[src/rtl/segment_swapchain.sv]
// segment_swapchain: decides the cycle on which the read segment flips and
// drives SEGMENT / SWAP / STOP / BUSY to the downstream sample/index generator.
//
// Optional feature macro: AUTD3_TRANSITION_GPIO_EN
//   defined     -> transition mode 0x02 (GPIO rising edge) is supported
//   not defined -> mode 0x02 is discarded like any unknown mode, and the
//                  GPIO edge registers are not built
//
// state   | meaning
// --------+-----------------------------------------------------------------
// RUN_INF | playing the active segment forever, LOOP_END ignored
// RUN_FIN | playing the active segment, counter decrements on LOOP_END
// STOPPED | finite repeat exhausted, STOP held until the next request fires
// WAIT    | request pending; prev_q keeps tracking the run still in progress
module segment_swapchain #(
  parameter int SysTimeWidth = 56,
  parameter int RepWidth     = 16
) (
  input  logic                    CLK,
  input  logic                    RST_N,
  input  logic                    UPDATE_SETTINGS,
  input  logic                    REQ_RD_SEGMENT,
  input  logic [RepWidth-1:0]     REP,
  input  logic [7:0]              TRANSITION_MODE,
  input  logic [63:0]             TRANSITION_VALUE,
  input  logic [SysTimeWidth-1:0] SYS_TIME,
  input  logic                    SYNC_IDX_ZERO,
  input  logic                    LOOP_END,
  input  logic [3:0]              GPIO_IN,
  output logic                    SEGMENT,
  output logic                    SWAP,
  output logic                    STOP,
  output logic                    BUSY
);

  localparam logic [7:0] MODE_SYNC_IDX = 8'h00;
  localparam logic [7:0] MODE_SYS_TIME = 8'h01;
  localparam logic [7:0] MODE_GPIO     = 8'h02;
  localparam logic [7:0] MODE_EXT      = 8'hF0;

  typedef enum logic [1:0] {
    RUN_INF = 2'd0,
    RUN_FIN = 2'd1,
    STOPPED = 2'd2,
    WAIT    = 2'd3
  } state_e;

  state_e state_q, state_d;
  state_e prev_q, prev_d;
  state_e run_cur, run_nxt;

  logic [RepWidth-1:0]     cnt_q, cnt_d;
  logic                    seg_q, seg_d;
  logic                    swap_q, swap_d;
  logic                    stop_q, stop_d;
  logic                    busy_q, busy_d;

  logic                    req_seg_q;
  logic [RepWidth-1:0]     req_rep_q;
  logic [7:0]              req_mode_q;
  logic [SysTimeWidth-1:0] req_val_q;

  logic                    mode_valid;
  logic                    upd_accept;
  logic                    gpio_rise;
  logic                    trigger;

  // Only the low SysTimeWidth bits of the transition value are ever compared.
  logic unused_inputs;

  // Decode which transition modes this build accepts.
  always_comb begin
    mode_valid = 1'b0;
    case (TRANSITION_MODE)
      MODE_SYNC_IDX: mode_valid = 1'b1;
      MODE_SYS_TIME: mode_valid = 1'b1;
      MODE_EXT:      mode_valid = 1'b1;
`ifdef AUTD3_TRANSITION_GPIO_EN
      MODE_GPIO:     mode_valid = 1'b1;
`endif
      default:       mode_valid = 1'b0;
    endcase
  end

  assign upd_accept = UPDATE_SETTINGS & mode_valid;

`ifdef AUTD3_TRANSITION_GPIO_EN
  logic [3:0] gpio_q;

  // Previous GPIO level, sampled every cycle so a level already high never fires.
  always_ff @(posedge CLK or negedge RST_N) begin
    if (!RST_N) begin
      gpio_q <= 4'b0;
    end else begin
      gpio_q <= GPIO_IN;
    end
  end

  assign gpio_rise     = GPIO_IN[req_val_q[1:0]] & ~gpio_q[req_val_q[1:0]];
  assign unused_inputs = ^TRANSITION_VALUE[63:SysTimeWidth];
`else
  assign gpio_rise     = 1'b0;
  assign unused_inputs = ^{GPIO_IN, TRANSITION_VALUE[63:SysTimeWidth]};
`endif

  // Latch the request fields whenever a strobe with a supported mode arrives.
  always_ff @(posedge CLK or negedge RST_N) begin
    if (!RST_N) begin
      req_seg_q  <= 1'b0;
      req_rep_q  <= '0;
      req_mode_q <= MODE_SYNC_IDX;
      req_val_q  <= '0;
    end else if (upd_accept) begin
      req_seg_q  <= REQ_RD_SEGMENT;
      req_rep_q  <= REP;
      req_mode_q <= TRANSITION_MODE;
      req_val_q  <= TRANSITION_VALUE[SysTimeWidth-1:0];
    end
  end

  // Trigger condition for the pending request, by latched mode.
  always_comb begin
    trigger = 1'b0;
    case (req_mode_q)
      MODE_SYNC_IDX: trigger = SYNC_IDX_ZERO;
      MODE_SYS_TIME: trigger = (SYS_TIME >= req_val_q);
      MODE_GPIO:     trigger = gpio_rise;
      MODE_EXT:      trigger = LOOP_END | stop_q;
      default:       trigger = 1'b0;
    endcase
  end

  // Next-state: run counting (also during WAIT), then request/trigger handling.
  always_comb begin
    state_d = state_q;
    prev_d  = prev_q;
    cnt_d   = cnt_q;
    seg_d   = seg_q;
    swap_d  = 1'b0;
    stop_d  = stop_q;
    busy_d  = busy_q;

    // The run in progress keeps counting whether or not a request is pending.
    run_cur = (state_q == WAIT) ? prev_q : state_q;
    run_nxt = run_cur;
    if (run_cur == RUN_FIN && LOOP_END) begin
      if (cnt_q == '0) begin
        stop_d  = 1'b1;
        run_nxt = STOPPED;
      end else begin
        cnt_d = cnt_q - RepWidth'(1);
      end
    end

    if (upd_accept) begin
      // A new request beats a simultaneous trigger of the old one.
      state_d = WAIT;
      prev_d  = run_nxt;
      busy_d  = 1'b1;
    end else if (state_q == WAIT && trigger) begin
      // LOOP_END in this cycle belongs to the swap, so the counter is reloaded.
      seg_d  = req_seg_q;
      swap_d = 1'b1;
      stop_d = 1'b0;
      busy_d = 1'b0;
      cnt_d  = req_rep_q;
      if (&req_rep_q) begin
        state_d = RUN_INF;
      end else begin
        state_d = RUN_FIN;
      end
      prev_d = state_d;
    end else if (state_q == WAIT) begin
      prev_d = run_nxt;
    end else begin
      state_d = run_nxt;
    end
  end

  // Control and output registers.
  always_ff @(posedge CLK or negedge RST_N) begin
    if (!RST_N) begin
      state_q <= RUN_INF;
      prev_q  <= RUN_INF;
      cnt_q   <= '0;
      seg_q   <= 1'b0;
      swap_q  <= 1'b0;
      stop_q  <= 1'b0;
      busy_q  <= 1'b0;
    end else begin
      state_q <= state_d;
      prev_q  <= prev_d;
      cnt_q   <= cnt_d;
      seg_q   <= seg_d;
      swap_q  <= swap_d;
      stop_q  <= stop_d;
      busy_q  <= busy_d;
    end
  end

  assign SEGMENT = seg_q;
  assign SWAP    = swap_q;
  assign STOP    = stop_q;
  assign BUSY    = busy_q;

endmodule

[config.mk]
export PLATFORM = sky130hd
export DESIGN_NAME = segment_swapchain
export DESIGN_NICKNAME = d
export VERILOG_FILES = /design/src/rtl/segment_swapchain.sv
export SDC_FILE = /design/constraint.sdc
export NUM_CORES = 1
export LEC_CHECK = 0
export BUFFER_PORTS_ARGS = -buffer_cell sky130_fd_sc_hd__buf_2
export CORE_MARGIN = 1.5
export CORE_UTILIZATION = 53
export DETAILED_ROUTE_END_ITERATION = 10
export PLACE_DENSITY = 0.81
export SYNTH_ARGS = -nofsm -noshare
export SYNTH_HDL_FRONTEND = slang
export SYNTH_SLANG_ARGS = --single-unit
[constraint.sdc]
create_clock -name CLK -period 3.22 [get_ports CLK]
set_input_delay 0.644 -clock CLK [delete_from_list [all_inputs] [get_ports CLK]]
set_output_delay 0.644 -clock CLK [all_outputs]
set_load 0.005 [all_outputs]
==> run summary <==
The flow ran to the end, and the final reports show no timing, DRC or antenna violations. TritonCTS built the clock tree. Counting flops with a built-in enable in the synthesized netlist gives 0. At the worst endpoint, the required time is 3.48 ns. Once detail routing completed, the nets flagged for antenna violations numbered 0. For the pin with the worst max-slew slack, the measured transition is 0.683 ns. The flip-flop and latch area came out at 2630 µm². Measured against its own limit, the worst slew margin works out to 54.5%.

Counting along the longest clock path gives a buffer depth of 2. The data arrival at the endpoint of the critical path came out at 3.07 ns. The number of clock buffers added by TritonCTS is 9. The initial antenna violation count is 0. From left edge to right edge, the die measures 106 µm. Power spread over the standard cell area amounts to 542 nW/µm².

Category of the worst setup path capture point: a flop. For this design, the sink count on the clock tree is 105. In this run the clock root is driven by a sky130_fd_sc_hd__clkbuf_8.

The average footprint of a synthesized cell works out to 9.17 µm². The setup check on the worst reg-to-reg path leaves a slack of 0.41 ns. After detailed routing, the average wire length per cell comes to 14.2 µm. Growth of design area from synthesis to finish: 19.8%.

Setup repair after global routing left no endpoint under its margin. The portion of the post-synthesis area used by sequential elements is 46.5%. Number of different library cells in the post-synthesis netlist: 45. Synthesis produced a netlist with a net count of 829. For this run, the detailed router's first-pass iteration total came to 5. The run gives 5660 µm² as the cell area after synthesis. The summed negative setup slack over all endpoints was 0 ns; the total I/O pin count was 158.

The type of the most critical hold path was in -> async. The number of antenna diodes in the final layout is 0. After the first detailed-routing iteration, the DRC count stood at 233.

Total count of max-transition violations in the final report: 0. At the end of routability-driven placement, the weighted congestion stood at 0.863. The analysis attributes to cell leakage a power of 0.00364 µW. In this run, post-CTS repair resized a total of 0 instances. In this run the worst path has a maximum fanout of 19. Cells with a size suffix above 1 make up 25.6% of the layout. By startpoint and endpoint, the worst setup path is classified as reg -> reg. The placed wire-length estimate after detailed placement is 9730 µm, and the quantity of hold-fixing buffers added after cts is 0. The run gives 5052 as the number of global-route vias before repair. Entering global routing, the biggest net connects 62 pins. Fraction of synthesis flops using an asynchronous set or reset pin: 100%. In the post-synthesis netlist, the biggest area contributors are sky130_fd_sc_hd__dfrtp_1 (46%), sky130_fd_sc_hd__ha_1 (13%), sky130_fd_sc_hd__nand2_1 (9.4%), sky130_fd_sc_hd__o21ai_0 (6.0%), sky130_fd_sc_hd__inv_1 (4.2%).

The reported max-cap violation count was 0. The aggregate routed wire length was 12800 µm; the final period utilization was 87.1%. For this run, design rule violations remaining after detail routing come to 0.

Count of yosys warnings during synthesis: 0. Of all cell types, the one taking the most synthesized area is sky130_fd_sc_hd__dfrtp_1. The deepest level of the CTS H-tree came out at 3. For the worst-skew pair, the clock arrives at the later sink with an insertion delay of 0.38 ns. The multi-input combinational cells in the finished layout cover a total of 2720 µm². For the vias after detailed routing, the log shows 4778. Post-CTS timing repair inserted 0 buffers for setup. The portion of synthesized cell area occupied by the leading cell type was 46.5%. Across every metal layer, demand over resource in global routing totals 24.6%.

For this run, the top clock speed supported by timing is 356 MHz. The worst-case IR drop observed on VDD is 0.338 mV. For this run, the post-layout net count is 974.

The post-synthesis register bit count is 105. The count of input and output buffers works out to 145. The run gives 617 as the post-synthesis instance total. The initialized floorplan defines 37 standard-cell rows.

Clock transition time at the flip-flop clock pins of the worst setup and hold paths: 0.09 ns. The startpoint kind of the worst setup timing path is a flop. In this run the vertical extent of the chip is 106 µm. The clock skew after layout came out at 0.0127 ns. The die covers 11300 µm². Number of standard cells in the final layout excluding fillers: 903.

The total area inside the core boundary comes to 10300 µm². The run gives 0 as the number of failing setup endpoints in the final timing report. Among all flip-flop cells after synthesis, the most frequent one is sky130_fd_sc_hd__dfrtp_1. The initial core utilization was 54.8%; the shortest period the worst path allows was 2.81 ns. Summed over all layers, the global routing overflow is 0. Counting the fill cells in the layout gives 862. The first-pass GRT wire length was 21900 µm; the total count of hold-check failures in the final report was 0. The cell count after placement was 887; the via density per instance was 5.29.
[power breakdown]
part	internal [µW]	switching (µW)	total (µW)
registers	1600	181	1780
logic	538	564	1100
clock network	364	426	790
[cell families (layout without fill, tap and decap cells)]
logic type / after synthesis / count (layout) / synth area share [%]
AOI/OAI and AO/OA: 119 / 119 / 12.0
xor gates and xnor gates: 14 / 14 / 2.17
adders and majority gates: 58 / 58 / 12.8
buffers and inverters: 82 / 232 / 5.46
DFF: 105 / 105 / 46.5
muxes: 17 / 17 / 3.38
and+or+nand+nor: 222 / 222 / 17.7
[worst paths after layout]
kind / end / startpoint / cells after the start
min reg2reg: req_seg_q$_DFFE_PN0P_ / req_seg_q$_DFFE_PN0P_ / 2
max in group asynchronous: cnt_q[10]$_DFF_PN0_ / RST_N / 2
max reg2reg: cnt_q[6]$_DFF_PN0_ / req_val_q[11]$_DFFE_PN0P_ / 11
min in group CLK: req_seg_q$_DFFE_PN0P_ / REQ_RD_SEGMENT / 3
min: req_val_q[6]$_DFFE_PN0P_ / RST_N / 1
max: cnt_q[6]$_DFF_PN0_ / req_val_q[11]$_DFFE_PN0P_ / 11
[final cells by class]
cell class              instances  area share, %
clock buffers                  14           2.70
inverters                      63           3.51
repair buffers                153           12.2
clock inverters                 2          0.148
well taps                     136           2.51
flip-flops and latches        105           38.8
multi-input cells             430           40.2
[placed cells by master, fill, tap and decap left out, types with 6 or more instances in the layout]
cell	synthesis	routed
sky130_fd_sc_hd__nor4_1	11	11
sky130_fd_sc_hd__nand4_1	20	20
sky130_fd_sc_hd__inv_1	63	62
sky130_fd_sc_hd__dfrtp_1	105	105
sky130_fd_sc_hd__ha_1	58	58
sky130_fd_sc_hd__mux2_2	17	17
sky130_fd_sc_hd__nor3_1	10	10
sky130_fd_sc_hd__a21oi_1	27	27
sky130_fd_sc_hd__buf_4	0	6
sky130_fd_sc_hd__o21ai_0	68	68
sky130_fd_sc_hd__buf_2	1	144
sky130_fd_sc_hd__clkbuf_8	0	13
sky130_fd_sc_hd__nor2_1	10	10
sky130_fd_sc_hd__nand2_1	142	142
sky130_fd_sc_hd__xor2_1	12	12
sky130_fd_sc_hd__nand3_1	10	10
[routing by layer]
metal | wire length (µm) | track usage, % | up-vias
li1 | - | - | 2379
met4 | 389 | 9.65 | 0
met2 | 6380 | 43.0 | 144
met3 | 796 | 7.48 | 29
met5 | 0 | 0 | -
met1 | 5220 | 28.0 | 2226
[synthesized netlist by cell type (2+ instances only)]
library cell,count
sky130_fd_sc_hd__xnor2_1,2
sky130_fd_sc_hd__nand2_2,3
sky130_fd_sc_hd__o311ai_0,2
sky130_fd_sc_hd__nand2b_1,2
sky130_fd_sc_hd__o211ai_1,3
sky130_fd_sc_hd__nor4_1,11
sky130_fd_sc_hd__xor2_1,12
sky130_fd_sc_hd__nand4_1,20
sky130_fd_sc_hd__o21ai_0,68
sky130_fd_sc_hd__ha_1,58
sky130_fd_sc_hd__nand2_1,142
sky130_fd_sc_hd__nor2_1,10
sky130_fd_sc_hd__nor2b_1,2
sky130_fd_sc_hd__and2_1,4
sky130_fd_sc_hd__nand3_1,10
sky130_fd_sc_hd__or4_4,2
sky130_fd_sc_hd__nor3_1,10
sky130_fd_sc_hd__a21o_1,4
sky130_fd_sc_hd__clkbuf_1,18
sky130_fd_sc_hd__inv_1,63
sky130_fd_sc_hd__mux2_2,17
sky130_fd_sc_hd__a21oi_1,27
sky130_fd_sc_hd__dfrtp_1,105
[registers in the layout, indices dropped and copies added, names as in the netlist]
name,count
BUSY,1
SEGMENT,1
STOP,1
SWAP,1
cnt_q,16
prev_q,2
req_mode_q,8
req_rep_q,16
req_seg_q,1
req_val_q,56
state_q,2
[stage by stage]
step	total power [µW]	utilization [%]	hold WS, ns	setup WS, ns	cell area (µm²)
3_5_place_dp	2900	63.8	0.458	0.0246	6580
2_1_floorplan	2530	-	0.348	0.154	5660
5_1_grt	3950	65.6	0.339	0.226	6780
4_1_cts	3710	65.6	0.310	0.399	6780
3_3_place_gp	2820	63.8	0.458	0.114	6580
6_report	3670	65.6	0.303	0.414	6780
[critical path, stage by stage, from the launching register on]
cell,delay [ns]
sky130_fd_sc_hd__dfrtp_1,0.37
sky130_fd_sc_hd__inv_1,0.08
sky130_fd_sc_hd__ha_1,0.25
sky130_fd_sc_hd__a21oi_1,0.15
sky130_fd_sc_hd__o21ai_0,0.13
sky130_fd_sc_hd__a221o_1,0.33
sky130_fd_sc_hd__a211o_1,0.28
sky130_fd_sc_hd__o21ai_0,0.28
sky130_fd_sc_hd__o211ai_1,0.18
sky130_fd_sc_hd__nand2_2,0.12
sky130_fd_sc_hd__buf_12,0.16
sky130_fd_sc_hd__mux2_2,0.35
Note: power is estimated with default switching activity, not from simulation.
